==> src/rtl/regfile_pkg.sv <==
// Shared definitions for the multi-port register file: counter width,
// address-width helper and the saturating write-counter arithmetic.
package regfile_pkg;

  localparam int WCNT_W = 8;
  localparam logic [WCNT_W-1:0] WCNT_MAX = {WCNT_W{1'b1}};

  // Ceiling log2, usable in parameter defaults.
  function automatic int clog2(input int value);
    int res;
    res = 0;
    for (int i = 0; i < 31; i++) begin
      if ((1 << i) < value) res = i + 1;
    end
    return res;
  endfunction

  // Add up to 7 to the write counter, sticking at all-ones instead of wrapping.
  function automatic logic [WCNT_W-1:0] sat_inc(input logic [WCNT_W-1:0] cnt,
                                                 input logic [2:0]        inc);
    logic [WCNT_W:0] sum;
    sum = {1'b0, cnt} + {{(WCNT_W-2){1'b0}}, inc};
    return sum[WCNT_W] ? WCNT_MAX : sum[WCNT_W-1:0];
  endfunction

endpackage

==> src/rtl/regfile_wr_sel.sv <==
// Resolves all write ports against one register index. The highest-numbered
// enabled port addressing idx_i wins; used for storage update and bypass.
module regfile_wr_sel
  import regfile_pkg::*;
#(
  parameter int DATA_W = 32,
  parameter int ADDR_W = 5,
  parameter int NUM_WR = 1
) (
  input  logic [ADDR_W-1:0]        idx_i,
  input  logic [NUM_WR-1:0]        wr_en_i,
  input  logic [NUM_WR*ADDR_W-1:0] wr_addr_i,
  input  logic [NUM_WR*DATA_W-1:0] wr_data_i,
  output logic                     hit_o,
  output logic [DATA_W-1:0]        data_o
);

  // Later iterations overwrite earlier ones, giving highest-index priority.
  always_comb begin
    hit_o  = 1'b0;
    data_o = '0;
    for (int w = 0; w < NUM_WR; w++) begin
      if (wr_en_i[w] && (wr_addr_i[w*ADDR_W +: ADDR_W] == idx_i)) begin
        hit_o  = 1'b1;
        data_o = wr_data_i[w*DATA_W +: DATA_W];
      end
    end
  end

endmodule

==> src/rtl/regfile_mp.sv <==
// Multi-port register file with per-register busy scoreboard for RAW stalls.
// Register 0 is not stored: it reads as zero, is never busy, and writes or
// allocs to it are dropped.
module regfile_mp
  import regfile_pkg::*;
#(
  parameter int DATA_W   = 32,
  parameter int NUM_REGS = 32,
  parameter int NUM_RD   = 2,
  parameter int NUM_WR   = 1,
  parameter int BYPASS   = 1,
  parameter int ADDR_W   = clog2(NUM_REGS)
) (
  input  logic                     clk_i,
  input  logic                     rst_ni,
  input  logic [NUM_RD*ADDR_W-1:0] rd_addr_i,
  output logic [NUM_RD*DATA_W-1:0] rd_data_o,
  output logic [NUM_RD-1:0]        rd_busy_o,
  input  logic [NUM_WR-1:0]        wr_en_i,
  input  logic [NUM_WR*ADDR_W-1:0] wr_addr_i,
  input  logic [NUM_WR*DATA_W-1:0] wr_data_i,
  input  logic                     alloc_en_i,
  input  logic [ADDR_W-1:0]        alloc_addr_i,
  input  logic                     flush_i,
  output logic [WCNT_W-1:0]        wr_cnt_o
);

  localparam bit BYP_EN = (BYPASS != 0);

  // Full-size views of stored state; entry 0 is the constant-zero register.
  logic [DATA_W-1:0]   data_view [NUM_REGS];
  logic [NUM_REGS-1:0] busy_view;

  assign data_view[0] = '0;
  assign busy_view[0] = 1'b0;

  for (genvar r = 1; r < NUM_REGS; r++) begin : g_reg
    logic              hit;
    logic [DATA_W-1:0] hit_data;
    logic [DATA_W-1:0] data_q, data_d;
    logic              busy_q, busy_d;

    regfile_wr_sel #(
      .DATA_W (DATA_W),
      .ADDR_W (ADDR_W),
      .NUM_WR (NUM_WR)
    ) u_wr_sel (
      .idx_i     (ADDR_W'(r)),
      .wr_en_i   (wr_en_i),
      .wr_addr_i (wr_addr_i),
      .wr_data_i (wr_data_i),
      .hit_o     (hit),
      .data_o    (hit_data)
    );

    // Next data: winning write, otherwise hold.
    always_comb begin
      data_d = hit ? hit_data : data_q;
    end

    // Busy priority: flush clears, alloc sets (new producer owns it), write-back clears.
    always_comb begin
      busy_d = busy_q;
      if (flush_i) begin
        busy_d = 1'b0;
      end else if (alloc_en_i && (alloc_addr_i == ADDR_W'(r))) begin
        busy_d = 1'b1;
      end else if (hit) begin
        busy_d = 1'b0;
      end
    end

    // Register data and busy state.
    always_ff @(posedge clk_i or negedge rst_ni) begin
      if (!rst_ni) begin
        data_q <= '0;
        busy_q <= 1'b0;
      end else begin
        data_q <= data_d;
        busy_q <= busy_d;
      end
    end

    assign data_view[r] = data_q;
    assign busy_view[r] = busy_q;
  end

  for (genvar p = 0; p < NUM_RD; p++) begin : g_rd
    logic [ADDR_W-1:0] addr;
    logic              byp_hit;
    logic [DATA_W-1:0] byp_data;
    logic [DATA_W-1:0] data;
    logic              busy;

    assign addr = rd_addr_i[p*ADDR_W +: ADDR_W];

    regfile_wr_sel #(
      .DATA_W (DATA_W),
      .ADDR_W (ADDR_W),
      .NUM_WR (NUM_WR)
    ) u_byp_sel (
      .idx_i     (addr),
      .wr_en_i   (wr_en_i),
      .wr_addr_i (wr_addr_i),
      .wr_data_i (wr_data_i),
      .hit_o     (byp_hit),
      .data_o    (byp_data)
    );

    // Read mux: zero register, then bypass (suppressed in reset), then storage.
    // A bypassed value is a completed write-back, so busy only shows if a
    // new producer is allocated to the same register this cycle.
    always_comb begin
      data = '0;
      busy = 1'b0;
      if (addr != '0) begin
        if (BYP_EN && rst_ni && byp_hit) begin
          data = byp_data;
          busy = alloc_en_i && (alloc_addr_i == addr);
        end else begin
          data = data_view[addr];
          busy = busy_view[addr];
        end
      end
    end

    assign rd_data_o[p*DATA_W +: DATA_W] = data;
    assign rd_busy_o[p]                  = busy;
  end

  // Diagnostic count of writes to non-zero registers, saturating.
  logic [2:0]        wr_num;
  logic [WCNT_W-1:0] wr_cnt_q, wr_cnt_d;

  // Count committed writes this cycle; each enabled port counts separately.
  always_comb begin
    wr_num = '0;
    for (int w = 0; w < NUM_WR; w++) begin
      if (wr_en_i[w] && (wr_addr_i[w*ADDR_W +: ADDR_W] != '0)) begin
        wr_num = wr_num + 3'd1;
      end
    end
    wr_cnt_d = sat_inc(wr_cnt_q, wr_num);
  end

  // Write counter register.
  always_ff @(posedge clk_i or negedge rst_ni) begin
    if (!rst_ni) begin
      wr_cnt_q <= '0;
    end else begin
      wr_cnt_q <= wr_cnt_d;
    end
  end

  assign wr_cnt_o = wr_cnt_q;

endmodule

==> config.mk <==
export PLATFORM = sky130hd
export DESIGN_NAME = regfile_mp
export DESIGN_NICKNAME = d
export VERILOG_FILES = /design/src/rtl/regfile_pkg.sv /design/src/rtl/regfile_wr_sel.sv /design/src/rtl/regfile_mp.sv
export SDC_FILE = /design/constraint.sdc
export NUM_CORES = 2
export LEC_CHECK = 0
export ABC_AREA = 0
export CORE_MARGIN = 2
export CORE_UTILIZATION = 50
export DETAILED_ROUTE_END_ITERATION = 12
export DONT_BUFFER_PORTS = 1
export HOLD_SLACK_MARGIN = 0.15
export PLACE_DENSITY = 0.77
export SYNTH_ARGS = -nofsm -noshare
export SYNTH_HDL_FRONTEND = slang
export SYNTH_SLANG_ARGS = --single-unit
==> constraint.sdc <==
create_clock -name clk_i -period 3.05 [get_ports clk_i]
set_input_delay 0.61 -clock clk_i [delete_from_list [all_inputs] [get_ports clk_i]]
set_output_delay 0.61 -clock clk_i [all_outputs]
set_load 0.02 [all_outputs]
==> metrics.log <==
[metrics] total routing resource utilization after global routing: 29.5%
[metrics] sink count of the clock tree: 1,031
[metrics] count of unresolved DRC violations after routing: 0
[metrics] total of flip-flops plus latches after synthesis: 1,031
[metrics] Final Routed Wirelength: 175 mm
[metrics] detailed-route wire length on metal 1: between 60 and 70 mm
[metrics] fraction of the yosys area taken by sequential cells: 45.4%
[metrics] half-perimeter wire length after detailed placement: 94.5 mm
[metrics] result of the run: finished with violations
[metrics] total vias in the final route: a little under 40,000
[metrics] core area: 113,000 sq um
[metrics] violated checks: hold timing, slew limit, setup timing
[metrics] met2 WL: 80.1 mm
[metrics] most used flip-flop cell after synthesis: dfrtp_1
[metrics] Critical Path Source Type: input port
[metrics] Overall Power: 40.2 mW
[metrics] antenna violations before repair: 1
[metrics] die span in y: 341 um
[metrics] proportion of layout cells with a drive suffix above 1: a little under half
[metrics] total standard cell area after synthesis: 56,800 sq um
[metrics] number of cells produced by synthesis: 4,224
[metrics] number of global-route vias before repair: 40,308
[metrics] number of H-tree levels: 3
[metrics] boundary pin count: approximately 130
[metrics] EDFF count, synth: 0
[metrics] share of total power in combinational logic: around 22%
[metrics] largest stage delay on the critical path: a little over 0.8 ns
[metrics] power per unit of standard cell area: 625 nW/um^2
[metrics] Avg Cell Area, Syn: 13.4 sq um
[metrics] P_int: between 20 and 30 mW
[metrics] sequential fraction of design power: 45.5%
[metrics] grt ovf: 0
[metrics] type of the most critical hold path: input port to async pin
[metrics] yosys warns: 0
[metrics] required arrival time at the worst endpoint: between 2 and 2.5 ns
[metrics] final setup fails: 65
[metrics] TritonCTS clock tree: built
[metrics] share of the clock period used by the worst path: 117%
[metrics] final number of hold-violating endpoints: 148
[metrics] slew margin rel.: -0.0871%
[metrics] Least-Margin Pin Slew: 1.50 ns
[metrics] buffers added on ports: 0
[metrics] count of final max-slew check failures: 10
[metrics] clock slew at reported path FFs: 0.06 ns
[metrics] maximum resistive drop on vdd: between 0.0005 and 0.0006 V
[metrics] final net count: approximately 4,300
[metrics] DRT Pass-1 Iters: 5
[metrics] starting DRC count in detailed routing: 4,409
[metrics] top layer used by detailed routing: met5
[metrics] tightest hold margin: -0.367 ns
[metrics] proportion of register bits with asynchronous set or reset after synthesis: 100%
[metrics] routability cong.: between 0.8 and 0.9
[metrics] die outline area: 116,000 sq um
[metrics] deepest clock path buffer count: 3
[metrics] die span in x: about 340 um
[metrics] Starting Density: 50.4%
[metrics] Post-Place Worst Slack: -0.205 ns
[metrics] Area Growth Syn to Fin: 13.3%
[metrics] Root Driver: clkbuf_16
[metrics] portion of total power attributed to the clock network: 33.0%
[metrics] crit path DAT: a little under 3 ns
[metrics] path type of the worst setup path: input port to primary output
[metrics] R2R setup slack: 1.51 ns
[metrics] highest attainable clock frequency: 281 MHz
[metrics] number of buffers inserted during clock tree synthesis: 108
[metrics] wire length of the first global-routing pass: 260 mm
[metrics] number of rows in the core area: 123
[metrics] clk_lat worst skew: 0.69 ns
[metrics] r2r endpoint: wr_cnt_o[1]$_DFF_PN0_
[metrics] mean number of vias per cell: 6.82
[metrics] highest fanout seen on the critical path: 264
[metrics] post-route setup slack: -0.508 ns
[metrics] RR Startpoint: wr_cnt_o[0]$_DFF_PN0_
[metrics] Static Leakage: 27.8 nW
[metrics] cts-stage hold buffer count: 37
[metrics] clk_skew: about 0.00044 ns
[metrics] DRT antenna net count: 0
[metrics] routed wire length per instance: 30.2 um
[metrics] reported net switching power: approximately 11 mW
[metrics] met3 layer wire length in the routed design: 16.8 mm
[metrics] depth of the worst register-to-register path: 6
[metrics] critical-path cell with the highest stage delay: mux4_2
[metrics] pin count of the biggest net entering global routing: 1,034
[metrics] cell breakdown of the critical path: mux4_2 > mux2i_1 > nor2_1 > nor4_2 > buf_4 > a21oi_4 > buf_6
[metrics] synth unique cells: 46
[metrics] number of violations of the max-capacitance limit: 0
[metrics] final period demand of the worst path: 3.56 ns
[metrics] crit end category: primary output
[metrics] switching fraction of total power: 27.2%
[metrics] unrepaired setup endpoints after global routing: yes
[metrics] post-synthesis net count: 4,283
[metrics] diode insertion count for antenna repair: 0
[Yosys cell counts, types with 23 or more instances]
library cell  instances  area [sq um]
mux2_1               53           597
buf_6                23           259
mux4_2              301          6780
buf_4                35           263
a21oi_1              56           280
o32a_1               31           310
clkbuf_1            211           792
dfrtp_1            1031         25800
a22oi_1              77           578
mux2_2             1071         12100
nor2_1              140           526
o211a_1              31           310
buf_2               166           831
o22ai_1              34           213
buf_1                24          90.1
mux2i_1             295          2950
nand3_1              38           190
a211oi_1             66           495
nand4_1              34           213
nor3_1               37           185
nor2b_1             107           669
nor4_1               69           432
nand2_1              50           188
a221oi_1             95           832
o21ai_0              81           405
[registers in the layout, indices dropped and copies added (netlist names)]
register  flops
g.busy_q     31
wr_cnt_o      8
g.data_q    992
[cell families (layout without fill, tap and decap cells)]
kind of cell / Yosys count / in the layout / synth area share, %
AO/OA/AOI/OAI: 478 / 478 / 6.14
flip-flops: 1031 / 1031 / 45.4
adder cells (fa/ha/maj): 2 / 2 / 0.0441
multiplexers: 1720 / 1720 / 39.4
buffers and inverters: 462 / 534 / 3.97
AND/OR/NAND/NOR: 507 / 509 / 4.62
XOR/XNOR: 24 / 24 / 0.370
[per-layer routing]
metal	global-route usage, %	up-vias
li1	-	16115
met1	39.7	20720
met2	45.6	2177
met3	6.01	539
met4	15.1	2
met5	0	-
[power by group through the flow]
stage               registers [mW]  logic [mW]  clock network, mW
finish                        18.3        8.63               13.3
global placement              18.3        7.14                  0
global route                  18.6        9.18               13.9
floorplan                     17.8        6.45                  0
detailed placement            18.5        7.34                  0
CTS                           18.2        7.97               13.4
[cells in the final DEF, fill, tap and decap left out, types with 7 or more instances in the layout]
master and count:
a211oi_1 66, a21oi_1 32, a21oi_2 22, a221oi_1 89, a22oi_1 77, buf_12 46
buf_4 209, buf_6 35, clkbuf_1 33, clkbuf_16 110, clkbuf_8 27, clkinv_2 18
dfrtp_1 1031, dlygate4sd3_1 36, mux2_1 53, mux2_2 1071, mux2i_1 277, mux2i_2 14
mux4_2 301, nand2_1 31, nand2_2 18, nand2b_1 9, nand3_1 38, nand4_1 34
nor2_1 116, nor2_2 7, nor2_4 17, nor2b_1 101, nor3_1 35, nor4_1 31
nor4_2 32, o211a_1 9, o211a_4 19, o21ai_0 78, o22ai_1 34, o32a_1 31
xor2_1 17
[what timing repair did]
item	4_1_cts	5_1_grt
buffers inserted	56	48
resized for setup	83	104
gates cloned	0	3
hold endpoints to repair	2054	148
setup endpoints to repair	42	65
pin swaps	53	66
[final cells by class]
| class | instances | area, sq um |
|---|---|---|
| Tap cell | 1500 | 1880 |
| Inverter | 1 | 3.75 |
| Timing Repair Buffer | 332 | 3410 |
| Fill cell | 8747 | 48300 |
| Sequential cell | 1031 | 25800 |
| Clock inverter | 32 | 330 |
| Clock buffer | 169 | 3220 |
| Multi-Input combinational cell | 2733 | 29700 |
[metrics by stage]
step / utilization [%] / std cells / instance area (sq um) / TNS (ns)
2_1_floorplan: - / 4224 / 56800 / 0
5_1_grt: 57.1 / 5798 / 64400 / -4.85
3_5_place_dp: 52.0 / 5458 / 58600 / -0.833
6_report: 57.1 / 5798 / 64400 / -14.75
3_3_place_gp: 52.0 / 5458 / 58600 / -0.363
4_1_cts: 56.2 / 5747 / 63400 / -2.80
[worst max-delay path: cells and delay by family]
family | cells | cell delay, ns
simple gates | 2 | 0.44
mux | 2 | 1.00
buf+inv | 2 | 0.33
compound gates | 1 | 0.06
[how the worst max path moves through the flow]
stage,start,endpoint,slack (ns),cells after the start
floorplan,rd_addr_i[5],rd_data_o[62],0.24,8
global placement,rd_addr_i[2],rd_data_o[15],-0.18,8
detailed placement,rd_addr_i[1],rd_data_o[29],-0.20,8
CTS,g_reg[15].data_q[15]$_DFFE_PN0N_,rd_data_o[15],-0.16,7
global route,g_reg[19].data_q[12]$_DFFE_PN0N_,rd_data_o[12],-0.22,7
finish,rd_addr_i[1],rd_busy_o[0],-0.51,7
(Power assumes the default switching activity.)
